`src/rtl/tnoc_axi_types_pkg.sv`:
```
// Shared AXI types and limits for the tnoc write-path blocks.
package tnoc_axi_types_pkg;

  typedef struct packed {
    int id_width;
    int address_width;
    int data_width;
  } tnoc_config;

  localparam tnoc_config TNOC_DEFAULT_CONFIG = '{id_width: 4, address_width: 32, data_width: 32};

  localparam int TNOC_AXI_MAX_OUTSTANDING_LIMIT = 64;

  typedef logic [7:0] tnoc_axi_burst_length;

endpackage

```
`src/rtl/tnoc_axi_write_if.sv`:
```
// AXI4 write-channel bundle (AW/W/B) sized from a tnoc_config.
interface tnoc_axi_write_if #(
  parameter tnoc_axi_types_pkg::tnoc_config CONFIG = tnoc_axi_types_pkg::TNOC_DEFAULT_CONFIG
) ();
  logic                                awvalid;
  logic                                awready;
  logic [CONFIG.id_width-1:0]          awid;
  logic [CONFIG.address_width-1:0]     awaddr;
  tnoc_axi_types_pkg::tnoc_axi_burst_length awlen;
  logic [2:0]                          awsize;
  logic [1:0]                          awburst;
  logic                                wvalid;
  logic                                wready;
  logic [CONFIG.data_width-1:0]        wdata;
  logic [CONFIG.data_width/8-1:0]      wstrb;
  logic                                wlast;
  logic                                bvalid;
  logic                                bready;
  logic [CONFIG.id_width-1:0]          bid;
  logic [1:0]                          bresp;

  modport master (
    output awvalid, awid, awaddr, awlen, awsize, awburst, input awready,
    output wvalid, wdata, wstrb, wlast, input wready,
    input bvalid, bid, bresp, output bready
  );
  modport slave (
    input awvalid, awid, awaddr, awlen, awsize, awburst, output awready,
    input wvalid, wdata, wstrb, wlast, output wready,
    output bvalid, bid, bresp, input bready
  );
endinterface

```
`src/rtl/tnoc_axi_burst_length_fifo.sv`:
```
// First-word fall-through FIFO holding AWLEN of forwarded bursts.
module tnoc_axi_burst_length_fifo #(
  parameter int DEPTH = 4,
  parameter int WIDTH = 8
) (
  input  logic             clk,
  input  logic             rst,
  input  logic             push,
  input  logic             pop,
  input  logic [WIDTH-1:0] data_in,
  output logic [WIDTH-1:0] data_out,
  output logic             full,
  output logic             empty
);
  localparam int PW = (DEPTH > 1) ? $clog2(DEPTH) : 1;
  localparam int CW = $clog2(DEPTH + 1);

  logic [WIDTH-1:0] mem [DEPTH];
  logic [PW-1:0]    wr_ptr, rd_ptr;
  logic [CW-1:0]    count;
  logic             do_push, do_pop;

  // Pointers wrap explicitly so non-power-of-two depths work.
  function automatic logic [PW-1:0] next_ptr(input logic [PW-1:0] p);
    return (p == PW'(DEPTH - 1)) ? '0 : p + PW'(1);
  endfunction

  assign full     = (count == CW'(DEPTH));
  assign empty    = (count == '0);
  assign do_pop   = pop && !empty;
  assign do_push  = push && (!full || do_pop);
  assign data_out = mem[rd_ptr];

  always_ff @(posedge clk) begin
    if (rst) begin
      wr_ptr <= '0;
      rd_ptr <= '0;
      count  <= '0;
    end else begin
      if (do_push) wr_ptr <= next_ptr(wr_ptr);
      if (do_pop)  rd_ptr <= next_ptr(rd_ptr);
      case ({do_push, do_pop})
        2'b10:   count <= count + CW'(1);
        2'b01:   count <= count - CW'(1);
        default: count <= count;
      endcase
    end
  end

  always_ff @(posedge clk) begin
    if (do_push) mem[wr_ptr] <= data_in;
  end
endmodule

```
`src/rtl/tnoc_axi_write_outstanding_gate.sv`:
```
// Caps outstanding AXI writes, holds W until its AW is forwarded, regenerates WLAST.
// Optional upstream WLAST checker enabled by TNOC_AXI_WLAST_CHECK_EN.
module tnoc_axi_write_outstanding_gate
  import tnoc_axi_types_pkg::*;
#(
  parameter tnoc_config CONFIG          = TNOC_DEFAULT_CONFIG,
  parameter int         MAX_OUTSTANDING = 4
) (
  input  logic  clk,
  input  logic  rst,
  tnoc_axi_write_if.slave  slave_if,
  tnoc_axi_write_if.master master_if,
  output logic  o_wlast_error
);
  localparam int OW = $clog2(MAX_OUTSTANDING + 1);

  if (MAX_OUTSTANDING < 1 || MAX_OUTSTANDING > TNOC_AXI_MAX_OUTSTANDING_LIMIT) begin : g_bad_max
    $error("MAX_OUTSTANDING out of range");
  end

  logic [OW-1:0]               outstanding;
  logic [8:0]                  beat;
  tnoc_axi_burst_length        head_len;
  logic                        fifo_full, fifo_empty;
  logic                        aw_ok, w_ok, aw_hs, w_hs, b_hs, wlast_gen;
  logic [CONFIG.id_width-1:0]      aw_id, b_id;
  logic [CONFIG.address_width-1:0] aw_addr;
  logic [CONFIG.data_width-1:0]    w_data;
  logic [CONFIG.data_width/8-1:0]  w_strb;

  assign aw_ok = (outstanding < OW'(MAX_OUTSTANDING)) && !fifo_full;
  assign w_ok  = !fifo_empty;

  assign master_if.awvalid = slave_if.awvalid && aw_ok;
  assign slave_if.awready  = master_if.awready && aw_ok;
  assign aw_id             = slave_if.awid;
  assign aw_addr           = slave_if.awaddr;
  assign master_if.awid    = aw_id;
  assign master_if.awaddr  = aw_addr;
  assign master_if.awlen   = slave_if.awlen;
  assign master_if.awsize  = slave_if.awsize;
  assign master_if.awburst = slave_if.awburst;

  assign master_if.wvalid = slave_if.wvalid && w_ok;
  assign slave_if.wready  = master_if.wready && w_ok;
  assign w_data           = slave_if.wdata;
  assign w_strb           = slave_if.wstrb;
  assign master_if.wdata  = w_data;
  assign master_if.wstrb  = w_strb;
  assign wlast_gen        = (beat == {1'b0, head_len});
  assign master_if.wlast  = wlast_gen;

  assign slave_if.bvalid  = master_if.bvalid;
  assign master_if.bready = slave_if.bready;
  assign b_id             = master_if.bid;
  assign slave_if.bid     = b_id;
  assign slave_if.bresp   = master_if.bresp;

  assign aw_hs = master_if.awvalid && master_if.awready;
  assign w_hs  = master_if.wvalid && master_if.wready;
  assign b_hs  = master_if.bvalid && master_if.bready;

  // W only ever sees the head registered before this cycle's push.
  tnoc_axi_burst_length_fifo #(.DEPTH(MAX_OUTSTANDING), .WIDTH(8)) u_len_fifo (
    .clk      (clk),
    .rst      (rst),
    .push     (aw_hs),
    .pop      (w_hs && wlast_gen),
    .data_in  (slave_if.awlen),
    .data_out (head_len),
    .full     (fifo_full),
    .empty    (fifo_empty)
  );

  always_ff @(posedge clk) begin
    if (rst) begin
      outstanding <= '0;
      beat        <= '0;
    end else begin
      if (aw_hs && !b_hs)                           outstanding <= outstanding + OW'(1);
      else if (b_hs && !aw_hs && outstanding != '0) outstanding <= outstanding - OW'(1);
      if (w_hs) beat <= wlast_gen ? 9'd0 : beat + 9'd1;
    end
  end

  a_b_without_aw: assert property (@(posedge clk) disable iff (rst) b_hs |-> (outstanding != '0));

`ifdef TNOC_AXI_WLAST_CHECK_EN
  always_ff @(posedge clk) begin
    if (rst) o_wlast_error <= 1'b0;
    else     o_wlast_error <= w_hs && (slave_if.wlast != wlast_gen);
  end
`else
  logic unused_wlast;
  assign unused_wlast  = slave_if.wlast;
  assign o_wlast_error = 1'b0;
`endif
endmodule

```
`src/flat_wrapper.sv`:
```
// flat-port wrapper written by rule: the top's interface ports become plain ports
module tnoc_axi_write_outstanding_gate_flat import tnoc_axi_types_pkg::*;
#(
  parameter tnoc_config CONFIG          = TNOC_DEFAULT_CONFIG,
  parameter int         MAX_OUTSTANDING = 4
)
  (clk, rst, o_wlast_error, slave_if_awvalid, slave_if_awid, slave_if_awaddr, slave_if_awlen, slave_if_awsize, slave_if_awburst, slave_if_awready, slave_if_wvalid, slave_if_wdata, slave_if_wstrb, slave_if_wlast, slave_if_wready, slave_if_bvalid, slave_if_bid, slave_if_bresp, slave_if_bready, master_if_awvalid, master_if_awid, master_if_awaddr, master_if_awlen, master_if_awsize, master_if_awburst, master_if_awready, master_if_wvalid, master_if_wdata, master_if_wstrb, master_if_wlast, master_if_wready, master_if_bvalid, master_if_bid, master_if_bresp, master_if_bready);
  tnoc_axi_write_if #(.CONFIG(CONFIG)) slave_if_i ();
  tnoc_axi_write_if #(.CONFIG(CONFIG)) master_if_i ();
  input  logic clk;
  input  logic rst;
  output logic o_wlast_error;
  input wire logic [$bits(slave_if_i.awvalid)-1:0] slave_if_awvalid;
  input wire logic [$bits(slave_if_i.awid)-1:0] slave_if_awid;
  input wire logic [$bits(slave_if_i.awaddr)-1:0] slave_if_awaddr;
  input wire logic [$bits(slave_if_i.awlen)-1:0] slave_if_awlen;
  input wire logic [$bits(slave_if_i.awsize)-1:0] slave_if_awsize;
  input wire logic [$bits(slave_if_i.awburst)-1:0] slave_if_awburst;
  output wire logic [$bits(slave_if_i.awready)-1:0] slave_if_awready;
  input wire logic [$bits(slave_if_i.wvalid)-1:0] slave_if_wvalid;
  input wire logic [$bits(slave_if_i.wdata)-1:0] slave_if_wdata;
  input wire logic [$bits(slave_if_i.wstrb)-1:0] slave_if_wstrb;
  input wire logic [$bits(slave_if_i.wlast)-1:0] slave_if_wlast;
  output wire logic [$bits(slave_if_i.wready)-1:0] slave_if_wready;
  output wire logic [$bits(slave_if_i.bvalid)-1:0] slave_if_bvalid;
  output wire logic [$bits(slave_if_i.bid)-1:0] slave_if_bid;
  output wire logic [$bits(slave_if_i.bresp)-1:0] slave_if_bresp;
  input wire logic [$bits(slave_if_i.bready)-1:0] slave_if_bready;
  output wire logic [$bits(master_if_i.awvalid)-1:0] master_if_awvalid;
  output wire logic [$bits(master_if_i.awid)-1:0] master_if_awid;
  output wire logic [$bits(master_if_i.awaddr)-1:0] master_if_awaddr;
  output wire logic [$bits(master_if_i.awlen)-1:0] master_if_awlen;
  output wire logic [$bits(master_if_i.awsize)-1:0] master_if_awsize;
  output wire logic [$bits(master_if_i.awburst)-1:0] master_if_awburst;
  input wire logic [$bits(master_if_i.awready)-1:0] master_if_awready;
  output wire logic [$bits(master_if_i.wvalid)-1:0] master_if_wvalid;
  output wire logic [$bits(master_if_i.wdata)-1:0] master_if_wdata;
  output wire logic [$bits(master_if_i.wstrb)-1:0] master_if_wstrb;
  output wire logic [$bits(master_if_i.wlast)-1:0] master_if_wlast;
  input wire logic [$bits(master_if_i.wready)-1:0] master_if_wready;
  input wire logic [$bits(master_if_i.bvalid)-1:0] master_if_bvalid;
  input wire logic [$bits(master_if_i.bid)-1:0] master_if_bid;
  input wire logic [$bits(master_if_i.bresp)-1:0] master_if_bresp;
  output wire logic [$bits(master_if_i.bready)-1:0] master_if_bready;
  assign slave_if_i.awvalid = slave_if_awvalid;
  assign slave_if_i.awid = slave_if_awid;
  assign slave_if_i.awaddr = slave_if_awaddr;
  assign slave_if_i.awlen = slave_if_awlen;
  assign slave_if_i.awsize = slave_if_awsize;
  assign slave_if_i.awburst = slave_if_awburst;
  assign slave_if_awready = slave_if_i.awready;
  assign slave_if_i.wvalid = slave_if_wvalid;
  assign slave_if_i.wdata = slave_if_wdata;
  assign slave_if_i.wstrb = slave_if_wstrb;
  assign slave_if_i.wlast = slave_if_wlast;
  assign slave_if_wready = slave_if_i.wready;
  assign slave_if_bvalid = slave_if_i.bvalid;
  assign slave_if_bid = slave_if_i.bid;
  assign slave_if_bresp = slave_if_i.bresp;
  assign slave_if_i.bready = slave_if_bready;
  assign master_if_awvalid = master_if_i.awvalid;
  assign master_if_awid = master_if_i.awid;
  assign master_if_awaddr = master_if_i.awaddr;
  assign master_if_awlen = master_if_i.awlen;
  assign master_if_awsize = master_if_i.awsize;
  assign master_if_awburst = master_if_i.awburst;
  assign master_if_i.awready = master_if_awready;
  assign master_if_wvalid = master_if_i.wvalid;
  assign master_if_wdata = master_if_i.wdata;
  assign master_if_wstrb = master_if_i.wstrb;
  assign master_if_wlast = master_if_i.wlast;
  assign master_if_i.wready = master_if_wready;
  assign master_if_i.bvalid = master_if_bvalid;
  assign master_if_i.bid = master_if_bid;
  assign master_if_i.bresp = master_if_bresp;
  assign master_if_bready = master_if_i.bready;
  tnoc_axi_write_outstanding_gate #(.CONFIG(CONFIG), .MAX_OUTSTANDING(MAX_OUTSTANDING)) u_core (.clk(clk), .rst(rst), .slave_if(slave_if_i), .master_if(master_if_i), .o_wlast_error(o_wlast_error));
endmodule
```
`config.mk`:
```
export PLATFORM = sky130hd
export DESIGN_NAME = tnoc_axi_write_outstanding_gate_flat
export DESIGN_NICKNAME = d
export VERILOG_FILES = /design/src/rtl/tnoc_axi_types_pkg.sv /design/src/rtl/tnoc_axi_write_if.sv /design/src/rtl/tnoc_axi_burst_length_fifo.sv /design/src/rtl/tnoc_axi_write_outstanding_gate.sv /design/src/flat_wrapper.sv
export SDC_FILE = /design/constraint.sdc
export NUM_CORES = 1
export LEC_CHECK = 0
export BUFFER_PORTS_ARGS = -buffer_cell sky130_fd_sc_hd__buf_2
export CAP_MARGIN = 25
export CELL_PAD_IN_SITES_DETAIL_PLACEMENT = 2
export CELL_PAD_IN_SITES_GLOBAL_PLACEMENT = 2
export CORE_MARGIN = 2
export CORE_UTILIZATION = 22
export CTS_CLUSTER_DIAMETER = 200
export DETAILED_ROUTE_END_ITERATION = 16
export PLACE_DENSITY = 0.76
export RECOVER_POWER = 50
export SYNTH_ARGS = -nofsm -noshare
export SYNTH_HDL_FRONTEND = slang
export SYNTH_SLANG_ARGS = --single-unit
```
`constraint.sdc`:
```
create_clock -name clk -period 2.9 [get_ports clk]
set_input_delay 0.29 -clock clk [delete_from_list [all_inputs] [get_ports clk]]
set_output_delay 0.29 -clock clk [all_outputs]
set_load 0.02 [all_outputs]
```
## Word-level counts from Yosys, hierarchy flattened

Memory sizes are Yosys's and may differ from the RTL's. A register that Yosys moved wholly into a read port is not among the register bits.
Index checks and enable logic that the tools add are counted.

| storage, ports and cells | value |
|---|---|
| memories kept | 1 |
| flip-flop bits (word level) | 19 |
| logic and storage cells | 53 |
| bits in writable memories | 32 |
| input port bits | 100 |

| cells by class | value |
|---|---|
| reduce and logical (&&, ||, !) cells | 23 |
| mux-type cells | 10 |
| add/sub/neg operators | 7 |
| magnitude comparators | 1 |
| equality and inequality tests | 6 |

Memory list:

| name | depth | bits a word | rd ports | clocked after Yosys merged registers in | write ports | RTL line | RTL |
|---|---|---|---|---|---|---|---|
| u_core.u_len_fifo.mem | 4 | 8 | 1 | 1 | 1 | tnoc_axi_burst_length_fifo.sv:18 | `logic [WIDTH-1:0] mem [DEPTH];` |

Operators with widths:

| cell | count |
|---|---|
| logical AND 1 bit | 14 |
| adder 9 x 1 -> 9 bit, second input constant | 1 |
| == test 9 x 8 -> 1 bit | 1 |
| two-way mux 9 bit | 1 |
| two-way mux 2 bit | 4 |
| adder 3 x 1 -> 3 bit, second input constant | 2 |
| == test 2 bit, second input constant | 3 |
| two-way mux 3 bit | 2 |
| one-hot mux 3 bit (2 select lines) | 1 |
| subtractor 3 x 1 -> 3 bit, second input constant | 2 |
| adder 2 x 1 -> 2 bit, second input constant | 2 |
| zero test 1 bit | 4 |
| nonzero test 2 bit | 2 |
| == test 3 bit, second input constant | 1 |
| zero test 3 bit | 1 |
| < comparator 3 bit, second input constant | 1 |
| nonzero test 3 bit | 1 |
| == test 2 x 1 -> 1 bit, second input constant | 1 |
| two-way mux 1 bit | 2 |
| logical OR 1 bit | 1 |

## Depth between registers and ports, before layout

Gate-level depths: netlist (run 1).

| depth | value |
|---|---|
| depth in word-level cells | 10 |
| gate-level depth with buffers | 14 |
| depth with buffers taken out | 12 |

## Cells and area by module

Synthesis (run 1) repeated with hierarchy kept, for this count alone.

| unflattened totals | value |
|---|---|
| cells, all modules | 275 |
| area, all modules | 3091.7 um^2 |

Modules (own cells, without submodules):

| module | cells each | times used | area each (um^2) |
|---|---|---|---|
| tnoc_axi_burst_length_fifo | 94 | 1 | 1649.1 |
| tnoc_axi_write_outstanding_gate | 181 | 1 | 1442.6 |

## Worst setup path after synthesis (run 1)

No wires, ideal clock.

| timing | value |
|---|---|
| path kind | register to register |
| start | register (tool-made name) |
| end | register u_core.u_len_fifo.count[2] |
| period minus slack after synthesis | 3.161 ns |
| arrival time | 3.090 ns |
| setup time | 0.071 ns |
| cell stages (with the launch flop) | 14 |
| setup slack | -0.261 ns |
| path through | dfxtp_1 buf_6 mux2i_1 xor2_1 nand3b_1 or4_4 a211o_4 nor2_8 ha_1 inv_1 fa_1 xor2_1 or3_1 a21oi_1 |

RTL lines:

| element | RTL line | RTL |
|---|---|---|
| end signal: assignment | tnoc_axi_burst_length_fifo.sv:43 | `2'b10: count <= count + CW'(1);` |
| end signal: assignment | tnoc_axi_burst_length_fifo.sv:44 | `2'b01: count <= count - CW'(1);` |
| end signal: assignment | tnoc_axi_burst_length_fifo.sv:45 | `default: count <= count;` |
| end: declaration | tnoc_axi_burst_length_fifo.sv:20 | `logic [CW-1:0] count;` |

==> run_results.csv, run 1 <==
group,metric,value,unit
sta,whs,0.2960,ns
floorplan,die-area,15560,um2
sta,finalHoldViolations,0,
synth,synth.distinct_cells,43,
global_routing,gr-usage-all-layers,0.08683,
global_routing,use_met1,0.09596,
cts,root_buffer,"clkbuf_16",
power_and_ir_drop,vdd_ir_drop_max,0.3285,mV
synth,synth.area.top_cells,"edfxtp_1 30%, buf_4 22%, dfxtp_1 13%",
synth,ys_seq_area_frac,0.4307,
worst_setup_path,cp_slowest_cell,"or4_4",
worst_setup_path,path_buf_inv,2,
place,place_area,2950,um2
global_routing,gr-max-usage-layer,"met2",
worst_setup_path,cp_max_fo,6,
routing,drtPass1Iterations,4,
run,cap_violations,0,
cts,cts.reportedPaths.clkPinSlew,0.08,ns
worst_setup_path,crit_top_cell,"xor2_1",
place,dp_hpwl,4.915,mm
cts,cts.sinks,53,
floorplan,core-area,14370,um2
global_routing,grt_pass1_wl,10.78,mm
worst_setup_path,cp_top_family,"simple AND/OR/NAND/NOR gates",
place,numPortBuffers,30,
outcome,violations,"setup timing",
synth,ys_async_sr_fraction,0,
sta,drv_slew,0,
sta,finalSetupViolations,3,
final_layout,layout.nets,368,
worst_setup_path,required,3.13,ns
synth,synth.most_common_cell,"buf_4",
sta,max_freq,302.1,MHz
worst_setup_path,worstPathArrival,3.54,ns
cts,hold_buffers,0,
synth,synth-edff-count,32,
global_routing,met3_usage,0.02363,
worst_setup_path,reg2reg_to,"u_core.u_len_fifo.count[2]",
worst_setup_path,path_cells,"buf_6 > mux2i_2 > xor2_1 > nand4_1 > or4_4 > a211o_4 > nor2_8 > ha_4 > inv_2 > fa_2 > xor2_1 > or3_1 > a21oi_2",
final_layout,final_area,3208,um2
worst_setup_path,cp-endpoint,"u_core.u_len_fifo.count[2]",
synth,synthTopCellsByCount,"94 x buf_4, 32 x edfxtp_1, 21 x dfxtp_1",
global_routing,grt_use_met2,0.1588,
cts,cts_tree,"done",
cts,insertion_delay,0.29,ns
global_routing,grt_antenna_before_repair,0,
place,placed_cells,430,
final_layout,synthToLayoutAreaGrowth,0.03910,%
synth,ys_seq_elements,53,
floorplan,ios,199,
cts,htreeDepth,2,
min_path,hold_path_class,"in -> reg",
routing,drt-initial-drc-count,75,
cts,cts_made_buffers,5,
sta,worst_slack,-0.4105,ns
synth,synth-main-ff-cell,"edfxtp_1",
final_layout,instances_no_fill,444,
routing,drc,0,
worst_setup_path,max_stage_delay,0.52,ns
final_layout,diodes,0,
routing,drt.antenna.violating_nets,0,
global_routing,gr-total-overflow,0,
routing,drt-total-wl,6.918,mm
synth,syn_inst,305,
power_and_ir_drop,leakage,0.001129,uW
synth,avgSynthCellArea,10.51,um2
cts,clockBufferDepth,2,
floorplan,start_util,0.2232,
synth,yosysTopAreaCell,"edfxtp_1",
floorplan,die-width,124.7,um
floorplan,fp-row-count,44,
sta,min_period,3.310,ns
worst_setup_path,start_kind,"flip-flop",
power_and_ir_drop,finalPower,1687,uW
floorplan,fp.dieH,124.7,um
outcome,status,"finished with violations",
routing,routedWlPerCell,15.58,um
sta,grt_setup_unrepaired,"yes",
synth,yosysTopAreaCellShare,0.2996,
power_and_ir_drop,p_per_area,526.0,nW/um2
worst_setup_path,crit_path_end_kind,"flip-flop",
worst_setup_path,cp.depth,13,
routing,via_per_inst,4.047,
sta,fin_skew,0.01026,ns
place,gp_congestion,0.7604,
worst_setup_path,regToRegSetupSlack,-0.41,ns
final_layout,layout-drive-gt1-share,0.2692,
sta,fin_crit_sh,1.142,
global_routing,grt_max_degree,22,
worst_setup_path,worstSetupPathType,"reg -> reg",
routing,vias,1797,
global_routing,grt_pass1_vias,2057,
synth,syn_nets,414,
synth,syn_area,3207,um2
worst_setup_path,ff2ff_path_depth,13,
synth,ys_warn_count,0,
==> per-stage QoR <==
step           utilization  setup TNS, ns  setup WS (ns)
6_report            0.2233        -0.7700        -0.4105
4_1_cts             0.2207        -0.5023        -0.3316
3_3_place_gp        0.2053        -0.4170        -0.2753
2_1_floorplan            -        -0.2078        -0.1701
5_1_grt             0.2233         -1.086        -0.5246
3_5_place_dp        0.2053        -0.6885        -0.4130
==> timing repair <==
item / CTS / global route
resized for setup: 8 / 8
setup buffers: 4 / 2
setup endpoints to repair: 3 / 4
cloned: 0 / 0
pin swaps: 5 / 3
==> power by group <==
group	switching, uW	internal, uW
clock network	283	379
logic	109	68.5
registers	23.8	824
total	416	1270
==> cell type report <==
cell class              count  area (um2)
multi-input cells         140        1069
inverters                   8       37.54
clock inverters             2       17.52
flip-flops and latches     53        1385
well taps                 184       230.2
repair buffers             51       319.1
clock buffers               6       150.1
fillers                  1586       11160
==> cell usage in the layout, fill, tap and decap left out, types with 9 or more instances in the layout <==
master    synthesis  routed
nand2_1          11      11
a21oi_1          11       9
xnor2_1           9       9
dfxtp_1          21      20
buf_2             2      21
edfxtp_1         32      32
mux2i_1          15      12
buf_4            94      17
xor2_1           11      11
==> state kept, by name (all words and copies together) (netlist names), named ones only <==
name,flops
u_core.u_len_fifo.mem,32
u_core.beat,9
u_core.outstanding,3
u_core.u_len_fifo.count,3
u_core.u_len_fifo.rd_ptr,2
u_core.u_len_fifo.wr_ptr,2
==> cells by family after synthesis <==
group,after synthesis,share of synthesized area
other,1,0.001169
adder cells (fa/ha/maj),9,0.03980
multiplexers,17,0.05384
AND/OR/NAND/NOR,68,0.1225
XOR/XNOR,20,0.05462
buffers and inverters,112,0.2509
flip-flops,53,0.4307
AO/OA/AOI/OAI,25,0.04643
==> how the worst min path moves through the flow <==
stage / from / end / depth (start not counted)
2_1_floorplan: slave_if_awlen[0] / u_core.u_len_fifo.mem[0][0] / 0
3_3_place_gp: u_core.u_len_fifo.rd_ptr[1] / flip-flop / 2
3_5_place_dp: u_core.u_len_fifo.rd_ptr[1] / flip-flop / 2
4_1_cts: slave_if_awlen[0] / u_core.u_len_fifo.mem[0][0] / 1
5_1_grt: slave_if_awlen[2] / u_core.u_len_fifo.mem[2][2] / 1
6_report: slave_if_awlen[2] / u_core.u_len_fifo.mem[3][2] / 1
==> metal layers <==
metal | share of wire | wire length (um) | up-vias
met4 | 0.013 | 93 | 0
met1 | 0.40 | 2769 | 890
met2 | 0.54 | 3760 | 47
met5 | 0 | 0 | -
li1 | - | - | 842
met3 | 0.043 | 295 | 18
Power figures use the tool's default switching activity.
==> run 2: changes to the inputs <==
- CORE_MARGIN: 2 -> 10
==> run_results.csv, run 2 (same netlist as run 1, synthesis figures left out) <==
group,metric,value,unit
sta,slew_headroom,0.6644,
place,gp_congestion,0.7519,
cts,cts_tree,"done",
global_routing,grt_pass1_wl,11.14,mm
sta,min_period,3.148,ns
worst_setup_path,worstSetupPathType,"reg -> reg",
cts,hold_buffers,0,
final_layout,diodes,0,
sta,max_freq,317.7,MHz
sta,setup-tns-final,-0.3116,ns
sta,fin_crit_sh,1.086,
final_layout,final_cell_mix,"32 x edfxtp_1, 21 x buf_2, 20 x dfxtp_1",
worst_setup_path,start_kind,"flip-flop",
cts,root_buffer,"clkbuf_16",
routing,drt.antenna.violating_nets,0,
final_layout,layout-drive-gt1-share,0.2656,
sta,worst_pin_slew,0.5035,ns
global_routing,grt_max_degree,22,
sta,drv_slew,0,
final_layout,instances_no_fill,440,
worst_setup_path,cp_top_family,"simple AND/OR/NAND/NOR gates",
final_layout,final_area,3192,um2
floorplan,fp.dieH,140.7,um
place,placed_cells,426,
final_layout,top_register,"u_core.u_len_fifo.mem",
outcome,status,"finished with violations",
outcome,violations,"setup timing",
power_and_ir_drop,p_per_area,501.8,nW/um2
power_and_ir_drop,p_sw,394.2,uW
final_layout,reg_top3,"u_core.u_len_fifo.mem: 32 flops, u_core.beat: 9 flops",
worst_setup_path,max_stage_delay,0.35,ns
final_layout,post-route-util,0.2213,
power_and_ir_drop,p_seq_frac,0.531,
routing,drt-total-wl,6.699,mm
cts,cts.reportedPaths.clkPinSlew,0.07,ns
worst_setup_path,path_cells,"buf_12 > buf_8 > mux2_1 > or3_1 > a21oi_2 > nor2_1 > a211o_4 > nor2_8 > ha_4 > inv_2 > fa_2 > xor2_2 > or3_1 > a21oi_1",
final_layout,largest_reg_flops,32,
place,place_area,2920,um2
routing,drt-initial-drc-count,29,
power_and_ir_drop,p_sw_frac,0.2461,
sta,worst_slack,-0.2480,ns
floorplan,fp-row-count,44,
global_routing,gr-usage-all-layers,0.06831,
routing,drc,0,
cts,clockBufferDepth,2,
cts,htreeDepth,2,
sta,fin_skew,0.004746,ns
worst_setup_path,required,3.12,ns
place,dp_hpwl,4.998,mm
sta,whs,0.2974,ns
routing,routedWlPerCell,15.23,um
power_and_ir_drop,power_frac_comb,0.107,
power_and_ir_drop,clkPwrFrac,0.362,
final_layout,layout_commonest_cell,"edfxtp_1",
routing,vias,1816,
final_layout,layout.nets,364,
final_layout,synthToLayoutAreaGrowth,-0.4683,%
routing,drtPass1Iterations,4,
final_layout,fillers,1644,
sta,finalHoldViolations,0,
routing,via_per_inst,4.127,
place,numPortBuffers,30,
power_and_ir_drop,vdd_ir_drop_max,0.2445,mV
worst_setup_path,cp_slowest_cell,"dfxtp_4",
cts,cts.sinks,53,
floorplan,die-width,140.7,um
sta,finalSetupViolations,2,
global_routing,grt_pass1_vias,2104,
worst_setup_path,worstPathArrival,3.37,ns
worst_setup_path,path_buf_inv,3,
floorplan,ios,199,
min_path,hold_path_class,"in -> reg",
floorplan,die-area,19810,um2
worst_setup_path,cp_max_fo,5,
power_and_ir_drop,leakage,0.001103,uW
cts,cts_made_buffers,5,
worst_setup_path,crit_path_end_kind,"flip-flop",
sta,grt_setup_unrepaired,"yes",
power_and_ir_drop,intPower,1208,uW
global_routing,gr-total-overflow,0,
worst_setup_path,crit_top_cell,"or3_1",
cts,insertion_delay,0.29,ns
floorplan,core-area,14420,um2
run,cap_violations,0,
floorplan,start_util,0.2223,
global_routing,grt_antenna_before_repair,0,
-- run 2: changes by cell type in the layout (fill, tap and decap cells not counted), sizes merged --
cell	before	now
buf	43	39
clkbuf	14	13
clkinv	0	3
inv	10	8
-- run 2: cell type report --
type / count / area, um2 / area share
clock buffer: 5 / 125.1 / 0.03920
clock inverter: 3 / 17.52 / 0.005488
inverter: 8 / 35.03 / 0.01098
multi-input combinational: 140 / 1101 / 0.3450
sequential: 53 / 1385 / 0.4339
tap: 184 / 230.2 / 0.07213
timing repair buffer: 47 / 297.8 / 0.09330
-- run 2: power by group through the flow --
stage / sequential [uW] / combinational [uW] / clock (uW)
2_1_floorplan: 856 / 292 / 0
3_3_place_gp: 866 / 160 / 0
3_5_place_dp: 869 / 173 / 0
4_1_cts: 851 / 175 / 592
5_1_grt: 855 / 196 / 627
6_report: 851 / 171 / 580
-- run 2: final timing paths --
kind / start / end / slack (ns) / cells past startpoint
max: flip-flop / u_core.u_len_fifo.count[2] / -0.25 / 14
min: slave_if_awlen[2] / u_core.u_len_fifo.mem[0][2] / 0.30 / 1
max reg2reg: flip-flop / u_core.u_len_fifo.count[2] / -0.25 / 14
min reg2reg: u_core.u_len_fifo.rd_ptr[1] / flip-flop / 0.50 / 2
-- run 2: through the flow --
| stage | total power, uW | setup slack (ns) |
|---|---|---|
| floorplan | 1148 | -0.1701 |
| global placement | 1026 | -0.2375 |
| detailed placement | 1041 | -0.3784 |
| CTS | 1618 | -0.2531 |
| global route | 1679 | -0.3520 |
| finish | 1602 | -0.2480 |
-- run 2: per-layer routing --
layer	part of all wire	vias to the layer above	track usage
met5	0	-	0
met4	0.020	0	0.03152
met3	0.053	22	0.01948
met2	0.55	42	0.1268
met1	0.38	909	0.06862
li1	-	843	-
-- run 2: worst register-to-register path: stages (launching register included) --
cell and delay (ns):
dfxtp_4 0.35, buf_12 0.14, buf_8 0.13, mux2_1 0.33, or3_1 0.34, a21oi_2 0.14
nor2_1 0.08, a211o_4 0.35, nor2_8 0.11, ha_4 0.15, inv_2 0.04, fa_2 0.34
xor2_2 0.16, or3_1 0.31, a21oi_1 0.13
-- run 2: what timing repair did --
action	in CTS	in global routing
pin swaps	8	5
buffers inserted	5	1
cloned	0	0
setup endpoints to repair	3	3
resized for setup	9	11
